--- config.mk ---
export PLATFORM = sky130hd
export DESIGN_NAME = text_writer
export DESIGN_NICKNAME = d
export VERILOG_FILES = /design/src/rtl/text_pkg.sv /design/src/rtl/bin2bcd_seq.sv /design/src/rtl/text_writer.sv
export SDC_FILE = /design/constraint.sdc
export NUM_CORES = 1
export LEC_CHECK = 0
export BUFFER_PORTS_ARGS = -buffer_cell sky130_fd_sc_hd__buf_2
export CORE_ASPECT_RATIO = 1.75
export CORE_UTILIZATION = 58
export DETAILED_ROUTE_END_ITERATION = 16
export GPL_TIMING_DRIVEN = 0
export PLACE_DENSITY = 0.78
export SETUP_SLACK_MARGIN = 0.3
export SYNTH_ARGS = -nofsm -noshare
export SYNTH_HDL_FRONTEND = slang
export SYNTH_SLANG_ARGS = --single-unit
--- constraint.sdc ---
create_clock -name Clk -period 6.4 [get_ports Clk]
set_input_delay 1.28 -clock Clk [delete_from_list [all_inputs] [get_ports Clk]]
set_output_delay 1.28 -clock Clk [all_outputs]
set_load 0.005 [all_outputs]
--- src/rtl/text_pkg.sv ---
// Shared constants, label ROM contents, state/field enums and BCD helpers for text_writer.
package text_pkg;

  localparam int GRID_COLS = 80;

  localparam int SCORE_ROW = 25;
  localparam int LEVEL_ROW = 26;
  localparam int ROWS_ROW  = 27;
  localparam int DIGIT_COL = 18;

  localparam int SCORE_LABEL_COL = 12;
  localparam int LEVEL_LABEL_COL = 12;
  localparam int ROWS_LABEL_COL  = 5;
  localparam int SCORE_LABEL_LEN = 6;
  localparam int LEVEL_LABEL_LEN = 6;
  localparam int LABEL_LEN       = 25;

  localparam logic [2:0] SCORE_DIGITS = 3'd6;
  localparam logic [2:0] LEVEL_DIGITS = 3'd2;
  localparam logic [2:0] ROWS_DIGITS  = 3'd3;

  localparam logic [19:0] SCORE_MAX = 20'd999999;
  localparam logic [6:0]  LEVEL_MAX = 7'd99;
  localparam logic [9:0]  ROWS_MAX  = 10'd999;

  localparam logic [7:0] COLON_CODE = 8'h7C;
  localparam logic [7:0] ASCII_ZERO = 8'h30;

  // "Score:" "Level:" "Rows Cleared:" in font codes (colon glyph 0x7C, blank 0x00)
  localparam logic [7:0] LABEL_CHARS [LABEL_LEN] = '{
    8'h53, 8'h63, 8'h6F, 8'h72, 8'h65, COLON_CODE,
    8'h4C, 8'h65, 8'h76, 8'h65, 8'h6C, COLON_CODE,
    8'h52, 8'h6F, 8'h77, 8'h73, 8'h00, 8'h43, 8'h6C, 8'h65, 8'h61, 8'h72, 8'h65, 8'h64, COLON_CODE
  };

  typedef enum logic [2:0] {ST_IDLE, ST_LABEL, ST_CONV, ST_WRITE, ST_DONE} state_t;
  typedef enum logic [1:0] {FIELD_SCORE, FIELD_LEVEL, FIELD_ROWS} field_t;

  function automatic logic [2:0] field_digits(input field_t f);
    case (f)
      FIELD_SCORE: return SCORE_DIGITS;
      FIELD_LEVEL: return LEVEL_DIGITS;
      FIELD_ROWS:  return ROWS_DIGITS;
      default:     return 3'd1;
    endcase
  endfunction

  function automatic int field_row(input field_t f);
    case (f)
      FIELD_SCORE: return SCORE_ROW;
      FIELD_LEVEL: return LEVEL_ROW;
      FIELD_ROWS:  return ROWS_ROW;
      default:     return SCORE_ROW;
    endcase
  endfunction

  // Double-dabble correction: any BCD digit >= 5 gets +3 before the next left shift.
  function automatic logic [23:0] dabble_adjust(input logic [23:0] v);
    logic [23:0] r;
    r = 24'd0;
    for (int i = 0; i < 6; i++) begin
      r[4*i +: 4] = (v[4*i +: 4] >= 4'd5) ? v[4*i +: 4] + 4'd3 : v[4*i +: 4];
    end
    return r;
  endfunction

endpackage

--- src/rtl/bin2bcd_seq.sv ---
// Serial 20-bit binary-to-BCD converter; the start cycle performs the first of
// 20 double-dabble steps, so done and a valid bcd appear 20 cycles after start.
module bin2bcd_seq
  import text_pkg::*;
(
  input  logic        Clk,
  input  logic        Reset_n,
  input  logic        start,
  input  logic [19:0] bin,
  output logic [23:0] bcd,
  output logic        done
);

  logic [19:0] shreg;
  logic [4:0]  cnt;
  logic        active;

  // Shift/adjust datapath and step counter.
  always_ff @(posedge Clk or negedge Reset_n) begin
    if (!Reset_n) begin
      bcd    <= 24'd0;
      shreg  <= 20'd0;
      cnt    <= 5'd0;
      active <= 1'b0;
      done   <= 1'b0;
    end else begin
      done <= 1'b0;
      if (start) begin
        bcd    <= {23'd0, bin[19]};
        shreg  <= {bin[18:0], 1'b0};
        cnt    <= 5'd19;
        active <= 1'b1;
      end else if (active) begin
        bcd   <= (dabble_adjust(bcd) << 5'd1) | {23'd0, shreg[19]};
        shreg <= shreg << 5'd1;
        cnt   <= cnt - 5'd1;
        if (cnt == 5'd1) begin
          active <= 1'b0;
          done   <= 1'b1;
        end
      end
    end
  end

endmodule

--- src/rtl/text_writer.sv ---
// Streams score/level/rows-cleared as decimal characters into the character buffer.
// Define TEXT_WRITER_LABELS_EN to also rewrite the static labels on every update.
module text_writer #(
  parameter int GRID_COLS = 80,
  parameter int ADDR_W    = 12
) (
  input  logic              Clk,
  input  logic              Reset_n,
  input  logic              start,
  input  logic [19:0]       score,
  input  logic [6:0]        level,
  input  logic [9:0]        rows_cleared,
  output logic              busy,
  output logic              done,
  output logic              wr_en,
  output logic [ADDR_W-1:0] wr_addr,
  output logic [7:0]        wr_data
);
  import text_pkg::*;

  function automatic logic [ADDR_W-1:0] cell_addr(input int row, input int col);
    return ADDR_W'(row * GRID_COLS + col);
  endfunction

  state_t state, state_nx;
  field_t field, field_nx;
  logic [4:0]  idx, idx_nx;
  logic [19:0] score_lat, score_sat, score_src;
  logic [6:0]  level_lat;
  logic [9:0]  rows_lat;

  logic        cvt_start, cvt_done;
  logic [19:0] cvt_bin;
  logic [23:0] cvt_bcd;

  logic              busy_nx, done_nx, wr_en_nx;
  logic [ADDR_W-1:0] wr_addr_nx;
  logic [7:0]        wr_data_nx;
  logic [2:0]        sh;
  logic [3:0]        digit;

  bin2bcd_seq u_bcd (
    .Clk     (Clk),
    .Reset_n (Reset_n),
    .start   (cvt_start),
    .bin     (cvt_bin),
    .bcd     (cvt_bcd),
    .done    (cvt_done)
  );

  assign score_sat = (score > SCORE_MAX) ? SCORE_MAX : score;

  // Sequencing: labels, then per field a conversion followed by its digit writes.
  always_comb begin
    state_nx  = state;
    field_nx  = field;
    idx_nx    = idx;
    cvt_start = 1'b0;
    case (state)
      ST_IDLE: begin
        if (start) begin
          field_nx = FIELD_SCORE;
          idx_nx   = 5'd0;
`ifdef TEXT_WRITER_LABELS_EN
          state_nx = ST_LABEL;
`else
          state_nx  = ST_CONV;
          cvt_start = 1'b1;
`endif
        end else begin
          state_nx = ST_IDLE;
        end
      end
`ifdef TEXT_WRITER_LABELS_EN
      ST_LABEL: begin
        if (idx == 5'(LABEL_LEN - 1)) begin
          state_nx  = ST_CONV;
          idx_nx    = 5'd0;
          cvt_start = 1'b1;
        end else begin
          idx_nx = idx + 5'd1;
        end
      end
`endif
      ST_CONV: begin
        if (cvt_done) begin
          state_nx = ST_WRITE;
          idx_nx   = 5'd0;
        end else begin
          state_nx = ST_CONV;
        end
      end
      ST_WRITE: begin
        if (idx == {2'd0, field_digits(field) - 3'd1}) begin
          idx_nx = 5'd0;
          if (field == FIELD_ROWS) begin
            state_nx = ST_DONE;
          end else begin
            field_nx  = (field == FIELD_SCORE) ? FIELD_LEVEL : FIELD_ROWS;
            state_nx  = ST_CONV;
            cvt_start = 1'b1;
          end
        end else begin
          idx_nx = idx + 5'd1;
        end
      end
      ST_DONE: state_nx = ST_IDLE;
      default: state_nx = ST_IDLE;
    endcase
  end

  // The score conversion can start in the latch cycle itself, so bypass the latch there.
  always_comb begin
    score_src = (state == ST_IDLE) ? score_sat : score_lat;
    case (field_nx)
      FIELD_SCORE: cvt_bin = score_src;
      FIELD_LEVEL: cvt_bin = {13'd0, level_lat};
      FIELD_ROWS:  cvt_bin = {10'd0, rows_lat};
      default:     cvt_bin = 20'd0;
    endcase
  end

  // Output values for the cycle being entered; registered below.
  always_comb begin
    busy_nx    = (state_nx != ST_IDLE) && (state_nx != ST_DONE);
    done_nx    = (state_nx == ST_DONE);
    wr_en_nx   = 1'b0;
    wr_addr_nx = '0;
    wr_data_nx = 8'd0;
    sh         = field_digits(field_nx) - 3'd1 - idx_nx[2:0];
    case (sh)
      3'd0:    digit = cvt_bcd[3:0];
      3'd1:    digit = cvt_bcd[7:4];
      3'd2:    digit = cvt_bcd[11:8];
      3'd3:    digit = cvt_bcd[15:12];
      3'd4:    digit = cvt_bcd[19:16];
      3'd5:    digit = cvt_bcd[23:20];
      default: digit = 4'd0;
    endcase
    if (state_nx == ST_WRITE) begin
      wr_en_nx   = 1'b1;
      wr_addr_nx = cell_addr(field_row(field_nx), DIGIT_COL + int'(idx_nx));
      wr_data_nx = ASCII_ZERO + {4'd0, digit};
`ifdef TEXT_WRITER_LABELS_EN
    end else if (state_nx == ST_LABEL) begin
      wr_en_nx   = 1'b1;
      wr_data_nx = LABEL_CHARS[idx_nx];
      if (int'(idx_nx) < SCORE_LABEL_LEN) begin
        wr_addr_nx = cell_addr(SCORE_ROW, SCORE_LABEL_COL + int'(idx_nx));
      end else if (int'(idx_nx) < SCORE_LABEL_LEN + LEVEL_LABEL_LEN) begin
        wr_addr_nx = cell_addr(LEVEL_ROW, LEVEL_LABEL_COL + int'(idx_nx) - SCORE_LABEL_LEN);
      end else begin
        wr_addr_nx = cell_addr(ROWS_ROW,
                               ROWS_LABEL_COL + int'(idx_nx) - SCORE_LABEL_LEN - LEVEL_LABEL_LEN);
      end
`endif
    end else begin
      wr_en_nx = 1'b0;
    end
  end

  // State, input latches and registered outputs.
  always_ff @(posedge Clk or negedge Reset_n) begin
    if (!Reset_n) begin
      state     <= ST_IDLE;
      field     <= FIELD_SCORE;
      idx       <= 5'd0;
      score_lat <= 20'd0;
      level_lat <= 7'd0;
      rows_lat  <= 10'd0;
      busy      <= 1'b0;
      done      <= 1'b0;
      wr_en     <= 1'b0;
      wr_addr   <= '0;
      wr_data   <= 8'd0;
    end else begin
      state   <= state_nx;
      field   <= field_nx;
      idx     <= idx_nx;
      busy    <= busy_nx;
      done    <= done_nx;
      wr_en   <= wr_en_nx;
      wr_addr <= wr_addr_nx;
      wr_data <= wr_data_nx;
      if (state == ST_IDLE && start) begin
        score_lat <= score_sat;
        level_lat <= (level > LEVEL_MAX) ? LEVEL_MAX : level;
        rows_lat  <= (rows_cleared > ROWS_MAX) ? ROWS_MAX : rows_cleared;
      end
    end
  end

endmodule
==> results of run 1 <==
## flip-flops by register name, summed over array words and instances (netlist names)
signal / count
busy: 1
done: 1
field: 2
idx: 5
level_lat: 7
rows_lat: 10
score_lat: 20
state: 3
u_bcd.active: 1
u_bcd.bcd: 24
u_bcd.cnt: 5
u_bcd.done: 1
u_bcd.shreg: 19
wr_addr: 12
wr_data: 5
## how the worst max path moves through the flow
stage	end	slack [ns]
after CTS	wr_data[2]$_DFF_PN0_	0.93
after floorplan	wr_data[2]$_DFF_PN0_	1.73
after global routing	wr_data[0]$_DFF_PN0_	0.60
final	wr_data[0]$_DFF_PN0_	0.84
after detailed placement	wr_data[2]$_DFF_PN0_	0.90
after global placement	wr_data[2]$_DFF_PN0_	1.00
## worst max-delay path, cell delays in order (launching register included)
cell	delay, ns
dfrtp_1	0.47
o21ai_0	0.24
nor4b_1	0.60
nand2_1	0.38
nand2_1	0.28
o21ai_0	0.19
a22oi_1	0.28
ha_1	0.25
clkbuf_1	0.43
or2_2	0.21
ha_1	0.14
inv_1	0.05
fa_1	0.47
xor2_4	0.30
a21oi_1	0.07
mux2i_1	0.28
o311a_1	0.27
buf_6	0.15
mux2i_1	0.20
o221ai_1	0.15
## layer usage
| metal | global-route usage [%] | vias to the layer above | part of all wire (%) |
|---|---|---|---|
| met5 | 0 | - | 0 |
| met4 | 18.5 | 0 | 4.7 |
| met3 | 5.86 | 58 | 4.6 |
| met2 | 54.3 | 237 | 55 |
| met1 | 33.0 | 2661 | 36 |
| li1 | - | 2493 | - |
## power by group
group | switching, µW | internal, µW | total, µW | leakage, µW
Combinational | 26.8 | 15.2 | 42.0 | 0.00174
Clock | 348 | 671 | 1020 | 0.000299
Sequential | 2.12 | 737 | 739 | 0.00158
Total | 377 | 1420 | 1800 | 0.00363
## cells by family (layout without fill, tap and decap cells)
kind of cell             count (synthesis)  after routing  share of synthesized area, %
AND/OR/NAND/NOR                        236            236                          17.9
AO/OA/AOI/OAI                          163            163                          17.1
flip-flops                             116            116                          46.6
buffers and inverters                   63            156                          4.46
multiplexers                            31             31                          4.98
adder cells (fa/ha/maj)                 26             26                          5.47
XOR/XNOR                                22             22                          3.40
other                                    1              2                        0.0602
## metrics by stage
stage	std cells	utilization (%)	area (µm²)
finish	879	71.0	7350
global route	879	71.0	7350
CTS	879	71.0	7350
detailed placement	847	64.8	6720
global placement	846	64.6	6690
floorplan	659	-	6230
## layout by cell type (no fill, tap or decap), drive strengths merged, types with 6 or more instances in the layout
| master | n |
|---|---|
| nor2 | 51 |
| o22a | 12 |
| inv | 23 |
| buf | 79 |
| a31oi | 6 |
| mux2i | 31 |
| nand3 | 21 |
| dfrtp | 116 |
| nand2b | 10 |
| a221oi | 6 |
| o21ai | 50 |
| a22o | 10 |
| a21oi | 38 |
| clkbuf | 43 |
| xnor2 | 11 |
| ha | 24 |
| xor2 | 11 |
| nand2 | 90 |
| o22ai | 9 |
| and2 | 7 |
| nor3 | 15 |
| nand4 | 7 |
## layout make-up
type / count / area, µm²
sequential: 116 / 2900
buffer: 41 / 195
clock buffer: 20 / 457
fill: 791 / 3010
timing repair buffer: 61 / 330
multi-input combinational: 480 / 3050
tap: 127 / 159
clock inverter: 12 / 178
inverter: 22 / 82.6
==> flow_summary.toml, run 1 <==
[run_status]
status = "finished, final reports clean"

[route]
dr_total_vias = 5449
wl_um = 15900
firstDrtPassIters = 5
via_per_inst = 6.20
drc = 0
first_iter_violations = 486
ant_nets = 0
routedWlPerCell_um = 18.1

[timing]
holdWs_ns = 0.485
drv_slew = 0
fin_crit_sh_pct = 86.9
max_freq_mhz = 180
setup_viol = 0
slew_headroom_pct = 41.9
tightest_slew_ns = 0.871
rsz0062_at_grt = "no"
clock_skew_ns = 0.00530
finalSetupTns_ns = 0
min_period_ns = 5.56
finalWorstSetupSlack_ns = 0.837
hold_viol_final = 0

[clocking]
cts_setup_buffers = 0
numCtsBuffers = 17
cts_hold_buf = 0
clock_path_buffers = 2
cts-root-buf = "clkbuf_16"
cts_repair_resize_count = 0
tritoncts = "yes"
cts_max_level = 4
clk_pin_slew_ns = 0.05
clk_latency_ns = 0.42
clock-sinks = 116

[pwr]
p_per_area_nw_per_um2 = 245
p_total_uw = 1800
leakage_uw = 0.00363
ir_drop_v = 0.000210

[worst_setup_path]
critPathArrivalTime_ns = 5.84
cp.required_ns = 6.68
reg2reg_slack_ns = 0.84
cp_max_fo = 10
critPathKind = "register to register"
worstReg2RegEnd = "wr_data[0]$_DFF_PN0_"
r2r_cells = 19
end_kind = "register"
startpoint_type = "register"
r2r_start = "field[0]$_DFF_PN0_"
setup.worst_path.start = "field[0]$_DFF_PN0_"

[synthesis]
ys.flop_type = "dfrtp_1"
yosys-top-cells-count = "dfrtp_1, nand2_1, nor2_1"
postSynth.asyncResetShare_pct = 100
syn_area_um2 = 6230
yosysSeqAreaShare_pct = 46.6
synth_edf_count = 0
synth_cell_type_count = 63
yosysWarnings = 0
synth-seq-cells = 116
syn_inst = 658
synth_area_per_cell_um2 = 9.46
yosys.area.top_type = "dfrtp_1"
yosysMostFrequentCell = "dfrtp_1"
synth_area_leaders = "dfrtp_1, nand2_1, mux2i_1, ha_1, o21ai_0"
yosysTopAreaCellShare_pct = 46.6

[hold_path]
worstHoldStart = "level_lat[5]$_DFFE_PN0P_"
hp-class = "register to register"
hold_depth = 2
holdPathEnd = "level_lat[5]$_DFFE_PN0P_"

[grt]
grt_remaining_overflow = 0
grt_pass1_vias = 5514
antenna_found_initial = 0
grt_usage_pct = 30.8
grt_max_degree = 68
grt_pass1_wl_um = 26000

[floorplanning]
design.die.area_um2 = 11200
io_pins = 63
coreArea_um2 = 10400
fp.dieH_um = 139
initial_core_util_pct = 60.1
die_x_um = 80.3
rows = 49

[job]
max_cap_viol_count = 0

[placement]
place_congestion = 0.889
dp_hpwl_um = 11400
place_ws_ns = 0.901
numPortBuffers = 60

[final_layout]
nNetsFinal = 805
area_delta_synth_final_pct = 18.1
drive_above_1_share_pct = 14.8
num_antenna_cells = 0
Power figures use the tool's default switching activity.
==> inputs of run 2 (changes only) <==
--- a/config.mk
+++ b/config.mk
@@ -7,10 +7,10 @@
 export LEC_CHECK = 0
 export BUFFER_PORTS_ARGS = -buffer_cell sky130_fd_sc_hd__buf_2
 export CORE_ASPECT_RATIO = 1.75
-export CORE_UTILIZATION = 58
+export CORE_UTILIZATION = 60
 export DETAILED_ROUTE_END_ITERATION = 16
 export GPL_TIMING_DRIVEN = 0
-export PLACE_DENSITY = 0.78
+export PLACE_DENSITY = 0.8
 export SETUP_SLACK_MARGIN = 0.3
 export SYNTH_ARGS = -nofsm -noshare
 export SYNTH_HDL_FRONTEND = slang
==> flow_summary.toml, run 2 (same netlist as run 1, synthesis figures left out) <==
[route]
first_iter_violations = 370
dr_total_vias = 5372
wl_um = 15900
drc = 0
ant_nets = 0
firstDrtPassIters = 5
via_per_inst = 6.13
routedWlPerCell_um = 18.1

[hold_path]
hp-class = "register to register"
worstHoldStart = "score_lat[16]$_DFFE_PN0P_"

[final_layout]
largest-register = "u_bcd.bcd"
layout_commonest_cell = "dfrtp_1"
multi_input_area_um2 = 3050
fin_cells = 877
largest_reg_flops = 24
regArea_um2 = 2900
area_delta_synth_final_pct = 17.5
reg_top3 = "u_bcd.bcd (24), score_lat (20), u_bcd.shreg (19)"
nNetsFinal = 805
fill_cells = 752
layout_common_cells = "dfrtp_1, nand2_1, buf_2"
drive_above_1_share_pct = 14.9
num_antenna_cells = 0

[worst_setup_path]
critical-path-slowest-cell = "nor4b_1"
path_buf_inv = 3
critPathKind = "register to register"
cp.required_ns = 6.67
r2r_start = "field[0]$_DFF_PN0_"
cp_max_fo = 10
max_stage_delay_ns = 0.52
end_kind = "register"
critPathArrivalTime_ns = 5.53
cp_top_family = "simple AND/OR/NAND/NOR gates"
worstPathCellList = "o21ai_0 > nor4b_1 > nand2_1 > nand2_1 > o21ai_0 > a22oi_1 > ha_1 > clkbuf_1 > or2_2 > ha_1 > inv_1 > fa_1 > xor2_4 > a21oi_1 > mux2i_1 > o311a_1 > buf_6 > mux2i_1 > o221ai_1"
startpoint_type = "register"
setup.worst_path.start = "field[0]$_DFF_PN0_"

[floorplanning]
fp.dieH_um = 137
io_pins = 63
design.die.area_um2 = 10800
rows = 48
initial_core_util_pct = 62.4
coreArea_um2 = 9970
die_x_um = 79.0

[clocking]
clk_pin_slew_ns = 0.06
cts-root-buf = "clkbuf_16"
clock_path_buffers = 2
cts_setup_buffers = 0
cts_repair_resize_count = 0
cts_max_level = 4
clk_latency_ns = 0.42
clock-sinks = 116
tritoncts = "yes"
cts_hold_buf = 0
numCtsBuffers = 17

[pwr]
p_per_area_nw_per_um2 = 237
leakage_uw = 0.00361
p_total_uw = 1730
ir_drop_v = 0.000219

[placement]
numPortBuffers = 60
place_congestion = 0.956
placed_cells_incl_taps = 845
dp_hpwl_um = 11200

[timing]
drv_slew = 0
setup_viol = 0
rsz0062_at_grt = "no"
tightest_slew_ns = 0.808
max_freq_mhz = 190
min_period_ns = 5.26
clock_skew_ns = 0.0110
finalSetupTns_ns = 0
fin_crit_sh_pct = 82.1
slew_headroom_pct = 46.1
hold_viol_final = 0

[grt]
antenna_found_initial = 0
grt_pass1_vias = 5532
grt_usage_pct = 32.1
grt_remaining_overflow = 0
grt_max_degree = 75
grt_pass1_wl_um = 26000

[run_status]
status = "finished, final reports clean"

[job]
max_cap_viol_count = 0
[run 2: cell types whose count changed in the layout (fill, tap and decap cells not counted)]
cell        delta
clkinv_4       +1
clkinvlp_4     +1
clkbuf_1       -1
clkinv_2       +1
clkbuf_8       +1
bufinv_16      -2
inv_6          -1
[run 2: metrics by stage]
| step | worst slack (ns) | utilization [%] | hold slack (ns) | cell area [µm²] |
|---|---|---|---|---|
| 5_1_grt | 0.752 | 73.4 | 0.503 | 7310 |
| 3_3_place_gp | 1.03 | 67.1 | 0.462 | 6690 |
| 6_report | 1.14 | 73.4 | 0.482 | 7310 |
| 2_1_floorplan | 1.73 | - | 0.446 | 6230 |
| 4_1_cts | 1.28 | 73.4 | 0.486 | 7310 |
| 3_5_place_dp | 0.955 | 67.4 | 0.463 | 6720 |
[run 2: metal layers]
metal / global-route usage (%) / wire length, µm
met1: 33.2 / 5650
met2: 59.2 / 8840
met3: 6.27 / 765
met4: 17.7 / 630
met5: 0 / 0
[run 2: path summary, 6_finish.rpt]
kind | endpoint | slack, ns | cells past startpoint
min | score_lat[16]$_DFFE_PN0P_ | 0.48 | 2
max | wr_data[0]$_DFF_PN0_ | 1.14 | 19
max reg2reg | wr_data[0]$_DFF_PN0_ | 1.14 | 19
min reg2reg | score_lat[16]$_DFFE_PN0P_ | 0.48 | 2
max in group asynchronous | u_bcd.shreg[11]$_DFFE_PN0P_ | 4.79 | 2
min in group asynchronous | wr_addr[11]$_DFF_PN0_ | 0.86 | 1
[run 2: worst reg2reg max path, stage by stage, from the launching register on]
cell and delay [ns]:
dfrtp_1 0.46, o21ai_0 0.20, nor4b_1 0.52, nand2_1 0.35, nand2_1 0.27, o21ai_0 0.16, a22oi_1 0.24, ha_1 0.23
clkbuf_1 0.42, or2_2 0.21, ha_1 0.13, inv_1 0.04, fa_1 0.46, xor2_4 0.29, a21oi_1 0.07, mux2i_1 0.27
o311a_1 0.29, buf_6 0.16, mux2i_1 0.20, o221ai_1 0.16
[run 2: layout make-up]
type | count | area share [%]
tap | 125 | 2.14
clock inverter | 12 | 1.78
multi-input combinational | 480 | 41.7
inverter | 22 | 1.13
buffer | 41 | 2.67
sequential | 116 | 39.7
timing repair buffer | 61 | 4.52
clock buffer | 20 | 6.38
[run 2: power breakdown]
part	total (µW)	switching, µW	internal [µW]
sequential	739	1.97	737
combinational	42.5	27.2	15.2
clock	950	348	601
